$ cat config.mk
export PLATFORM = sky130hd
export DESIGN_NAME = mux_rr_1bit
export DESIGN_NICKNAME = d
export VERILOG_FILES = /design/src/rtl/mux_demux_pkg.sv /design/src/rtl/fifo_1bit.sv /design/src/rtl/mux_rr_1bit.sv
export SDC_FILE = /design/constraint.sdc
export NUM_CORES = 1
export LEC_CHECK = 0
export CAP_MARGIN = 30
export CORE_MARGIN = 5
export CORE_UTILIZATION = 61
export DETAILED_ROUTE_END_ITERATION = 8
export DONT_BUFFER_PORTS = 1
export PLACE_DENSITY_LB_ADDON = 0.2
export RECOVER_POWER = 100
export SYNTH_ARGS = -nofsm -noshare
export SYNTH_HDL_FRONTEND = slang
export SYNTH_HIERARCHICAL = 1
export SYNTH_SLANG_ARGS = --single-unit
$ cat constraint.sdc
create_clock -name clk -period 2.6 [get_ports clk]
set_input_delay 0.52 -clock clk [delete_from_list [all_inputs] [get_ports clk]]
set_output_delay 0.52 -clock clk [all_outputs]
set_load 0.05 [all_outputs]
$ cat src/rtl/mux_demux_pkg.sv
// Shared definitions for the 1-bit two-lane mux/demux pair.
package mux_demux_pkg;

    localparam logic LANE0         = 1'b0;
    localparam logic LANE1         = 1'b1;
    localparam int   DEFAULT_DEPTH = 4;

    // One serial beat as it leaves the mux.
    typedef struct packed {
        logic data;
        logic lane;
    } beat_t;

    function automatic logic other_lane(input logic lane);
        return ~lane;
    endfunction

endpackage

$ cat src/rtl/fifo_1bit.sv
// Single-bit-wide circular FIFO; push while full and pop while empty are ignored.
module fifo_1bit
    import mux_demux_pkg::*;
#(
    parameter int DEPTH = DEFAULT_DEPTH,
    parameter int PTR_W = $clog2(DEPTH)
) (
    input  logic           clk,
    input  logic           reset,
    input  logic           push,
    input  logic           pop,
    input  logic           din,
    output logic           dout,
    output logic           full,
    output logic           empty,
    output logic [PTR_W:0] count
);

    localparam logic [PTR_W:0] FULL_CNT = (PTR_W + 1)'(DEPTH);

    logic [DEPTH-1:0] mem;
    logic [PTR_W-1:0] wr_ptr;
    logic [PTR_W-1:0] rd_ptr;
    logic             do_push;
    logic             do_pop;

    // Full/empty come from the pre-edge count, so a push into a full FIFO
    // is refused even when a pop frees a slot in the same cycle.
    assign full    = (count == FULL_CNT);
    assign empty   = (count == '0);
    assign do_push = push && !full;
    assign do_pop  = pop && !empty;
    assign dout    = mem[rd_ptr];

    always_ff @(posedge clk or posedge reset) begin
        if (reset) begin
            mem    <= '0;
            wr_ptr <= '0;
            rd_ptr <= '0;
            count  <= '0;
        end else begin
            if (do_push) begin
                mem[wr_ptr] <= din;
                wr_ptr      <= wr_ptr + 1'b1;
            end
            if (do_pop)
                rd_ptr <= rd_ptr + 1'b1;
            case ({do_push, do_pop})
                2'b10:   count <= count + 1'b1;
                2'b01:   count <= count - 1'b1;
                default: count <= count;
            endcase
        end
    end

endmodule

$ cat src/rtl/mux_rr_1bit.sv
// Two-lane to one-lane 1-bit merger: per-lane FIFOs drained round-robin
// onto a registered, lane-tagged serial output with downstream pause.
module mux_rr_1bit
    import mux_demux_pkg::*;
#(
    parameter int DEPTH = DEFAULT_DEPTH,
    parameter int PTR_W = $clog2(DEPTH)
) (
    input  logic clk,
    input  logic reset,
    input  logic valid_in0,
    input  logic data_in0,
    input  logic valid_in1,
    input  logic data_in1,
    input  logic pause,
    output logic full0,
    output logic full1,
    output logic data_out,
    output logic valid_out,
    output logic lane_out,
    output logic overflow
);

    localparam logic [PTR_W:0] FULL_CNT = (PTR_W + 1)'(DEPTH);

    logic           pop0, pop1;
    logic           dout0, dout1;
    logic           empty0, empty1;
    logic [PTR_W:0] count0, count1;
    logic           last_lane;
    logic           pref;
    beat_t          beat;

    fifo_1bit #(.DEPTH(DEPTH), .PTR_W(PTR_W)) u_fifo0 (
        .clk   (clk),
        .reset (reset),
        .push  (valid_in0),
        .pop   (pop0),
        .din   (data_in0),
        .dout  (dout0),
        .full  (full0),
        .empty (empty0),
        .count (count0)
    );

    fifo_1bit #(.DEPTH(DEPTH), .PTR_W(PTR_W)) u_fifo1 (
        .clk   (clk),
        .reset (reset),
        .push  (valid_in1),
        .pop   (pop1),
        .din   (data_in1),
        .dout  (dout1),
        .full  (full1),
        .empty (empty1),
        .count (count1)
    );

    assign pref = other_lane(last_lane);

    // Preferred lane first; fall back to the other lane so no cycle is wasted.
    always_comb begin
        pop0 = 1'b0;
        pop1 = 1'b0;
        if (!pause) begin
            if (pref == LANE0) begin
                if (!empty0)      pop0 = 1'b1;
                else if (!empty1) pop1 = 1'b1;
            end else begin
                if (!empty1)      pop1 = 1'b1;
                else if (!empty0) pop0 = 1'b1;
            end
        end
    end

    always_comb begin
        beat.data = pop1 ? dout1 : dout0;
        beat.lane = pop1 ? LANE1 : LANE0;
    end

    // While paused everything holds, so a valid beat repeats until release.
    always_ff @(posedge clk or posedge reset) begin
        if (reset) begin
            data_out  <= 1'b0;
            valid_out <= 1'b0;
            lane_out  <= LANE0;
            overflow  <= 1'b0;
            last_lane <= LANE1;
        end else begin
            if ((valid_in0 && full0) || (valid_in1 && full1))
                overflow <= 1'b1;
            if (!pause) begin
                valid_out <= pop0 | pop1;
                if (pop0 | pop1) begin
                    data_out  <= beat.data;
                    lane_out  <= beat.lane;
                    last_lane <= beat.lane;
                end
            end
        end
    end

    a_count_bound: assert property (@(posedge clk) disable iff (reset)
        (count0 <= FULL_CNT) && (count1 <= FULL_CNT));

endmodule

==> impl_metrics.tcl <==
set metrics [dict create \
    status "finished, final reports clean" \
    avgViaCountPerCell 5.435 \
    final.period_utilization_pct 91.65 \
    ant_nets 0 \
    pin_count 13 \
    cp.arrival_ps 2650 \
    r2r-end "u_fifo1/count[2]" \
    synth_fp_nets 151 \
    leakagePower_nw 0.6848 \
    intPower_mw 1.096 \
    cts_sinks 27 \
    crit_path_end "u_fifo1/count[2]" \
    swShare_pct 43.08 \
    drv_cap 0 \
    layout_setup_ws_ps 217.2 \
    final_area_um2 1510 \
    critPathCaptureType "register" \
    synth_warnings 6 \
    cts_root_buffer "clkbuf_4" \
    fillCellCount 190 \
    fin_skew_ps 10.72 \
    num_rows 17 \
    syn_area_per_cell_um2 10.97 \
    port_buffers 0 \
    grt_pass1_wl_um 4471 \
    cts_setup_buffers 0 \
    clkPwrFrac_pct 9.5 \
    setup_viol 0 \
    ir_worst_vdd_uv 692.7 \
    floorplan.initialDensity_pct 64.82 \
    gp_congestion 0.8594 \
    wl_per_cell_um 15.73 \
    die_w_um 58.72 \
    r2r_setup_slack_ps 220 \
    cp-startpoint "u_fifo0/count[2]" \
    cts_buffers 3 \
    cp_slowest_cell "dfrtp_1" \
    nNetsFinal 162 \
    overflow 0 \
    min_period_ps 2383 \
    pwr-share-comb_pct 44.6 \
    grt_max_degree 15 \
    hold_path.class "input pin to async pin" \
    worst_slew_pin_slew_ps 799.9 \
    final_util_pct 67.62 \
    final_max_slew_viol_count 0 \
    drt_iter0_markers 45 \
    grt_pass1_vias 973 \
    die_area_um2 3447 \
    cp_slowest_stage_delay_ps 460 \
    reg2reg_from "u_fifo0/count[2]" \
    crit_type "register to register" \
    cts_tree "done" \
    seq_area_frac_synth_pct 46.76 \
    drive_above_1_share_pct 10.56 \
    path_cells "nor3_2 > inv_1 > a211oi_2 > o31a_2 > ha_1 > inv_1 > fa_1 > xor2_1 > nor2_1 > xor2_1" \
    worstPathMaxFanout 4 \
    setup_tns_ps 0 \
    power.switching_mw 0.8300 \
    synth_cells 132 \
    antenna_found_initial 0 \
    drc 0 \
    max_clock_freq_mhz 419.7 \
    clk_latency_ps 330 \
    layoutNonFillerInstCount 170 \
    dp_slack_ps 139.3 \
    clk_pin_slew_ps 150 \
    die_h_um 58.72 \
    finalWirelength_um 2674 \
    dr.pass1.iters 4 \
    cp_data_required_time_ps 2870 \
    hold_viol 0 \
    powerDensity_nw_per_um2 1276 \
    seq_power_share_pct 45.8 \
    synth_cell_types 25 \
    synthToLayoutAreaGrowth_pct 4.322 \
    clk_path_buf_depth 2 \
    coreArea_um2 2233 \
    syn_area_um2 1448 \
    power_mw 1.926 \
    rsz0062_at_grt "no" \
    grt.total_usage_pct 17.40 \
    r2r_cells 10 \
    synth-seq-cells 27 \
    slew_headroom_pct 46.67 \
    placed_cell_area_um2 1513 \
    cp-start-kind "register" \
    hold_ws_ps 63.39 \
    vias 924 \
    layout_commonest_cell "dfrtp_1" \
    hpwlAfterDp_um 1935 \
    final_cell_mix "dfrtp_1, nand2_1, inv_1, o21ai_0, ha_1" \
    dp_cells 165 \
    diodes 0 \
    h-tree-depth 1 \
]
per-layer routing:
metal	vias up	global-route usage [%]	share of wire, %
met5	-	0	0
met4	0	5.825	0.52
met3	2	2.632	4.5
met2	16	29.51	49
met1	452	22.80	46
li1	454	-	-
logic make-up (layout without fill, tap and decap cells):
logic type	Yosys count	in the layout	share of synthesized area (%)
fa+ha+maj	12	12	11.41
mux	7	7	7.346
buf+inv	19	29	5.964
compound gates	25	25	10.80
xor+xnor	12	12	7.260
simple gates	30	30	10.46
flops	27	27	46.76
Yosys cell counts:
cell type	count	area share, %
nor2_1	4	1.0
mux2_4	2	2.1
o21ai_0	17	5.9
mux2i_1	2	1.4
nor3b_4	2	2.6
mux2_2	1	0.78
a21oi_1	1	0.35
o21bai_1	1	0.52
o31a_2	2	1.4
nor3_1	3	1.0
buf_6	2	1.6
inv_1	17	4.4
mux4_2	2	3.1
ha_1	10	8.6
dfstp_2	1	1.8
o31ai_1	1	0.52
nand2_1	19	4.9
a221oi_1	1	0.61
dfrtp_1	26	45
a211oi_2	1	0.86
a221o_1	1	0.69
fa_1	2	2.8
xnor2_1	6	3.6
xor2_1	6	3.6
nand2b_1	2	0.86
how the worst min path moves through the flow:
stage / startpoint / endpoint / slack [ps] / depth (start not counted)
after floorplan: reset / data_out / 300 / 1
after global placement: reset / lane_out / 320 / 1
after detailed placement: reset / valid_out / 320 / 1
after CTS: reset / u_fifo0/count[1] / 60 / 1
after global routing: reset / u_fifo0/count[1] / 90 / 1
final: reset / u_fifo1/rd_ptr[1] / 60 / 1
power groups by stage:
stage	logic (mW)	clock network, mW	registers [mW]
after floorplan	0.725	0	0.853
after global placement	0.867	0	0.879
after detailed placement	0.912	0	0.894
after CTS	0.930	0.189	0.893
after global routing	0.974	0.205	0.907
final	0.859	0.184	0.883
sequential cells by signal, indices dropped and copies added, names as in the netlist:
signal,cells
u_fifo1/mem,4
u_fifo0/mem,4
u_fifo1/rd_ptr,2
u_fifo1/wr_ptr,2
last_lane,1
data_out,1
u_fifo0/rd_ptr,2
overflow,1
u_fifo0/count,3
u_fifo1/count,3
u_fifo0/wr_ptr,2
valid_out,1
lane_out,1
critical path: cells and delay by family (launching register included):
family | cells | cell delay, ps
adder cells (fa/ha/maj) | 2 | 560
XOR/XNOR | 2 | 290
flip-flops | 1 | 460
AND/OR/NAND/NOR | 2 | 340
AO/OA/AOI/OAI | 2 | 530
buffers and inverters | 2 | 150
layout make-up:
| cell class | count | area (um^2) | share of cell area (%) |
|---|---|---|---|
| Inverter | 17 | 63.81 | 4.225 |
| Clock buffer | 4 | 26.28 | 1.740 |
| Multi-Input combinational cell | 86 | 663.1 | 43.91 |
| Tap cell | 28 | 35.03 | 2.320 |
| Sequential cell | 27 | 676.9 | 44.82 |
| Timing Repair Buffer | 8 | 45.04 | 2.983 |
what timing repair did:
| action | CTS | global route |
|---|---|---|
| setup endpoints to repair | 0 | 1 |
| hold endpoints to repair | 4 | 0 |
| hold buffers | 1 | 0 |
| resized for setup | 0 | 1 |
No activity file was read; power rests on OpenSTA's default activity.
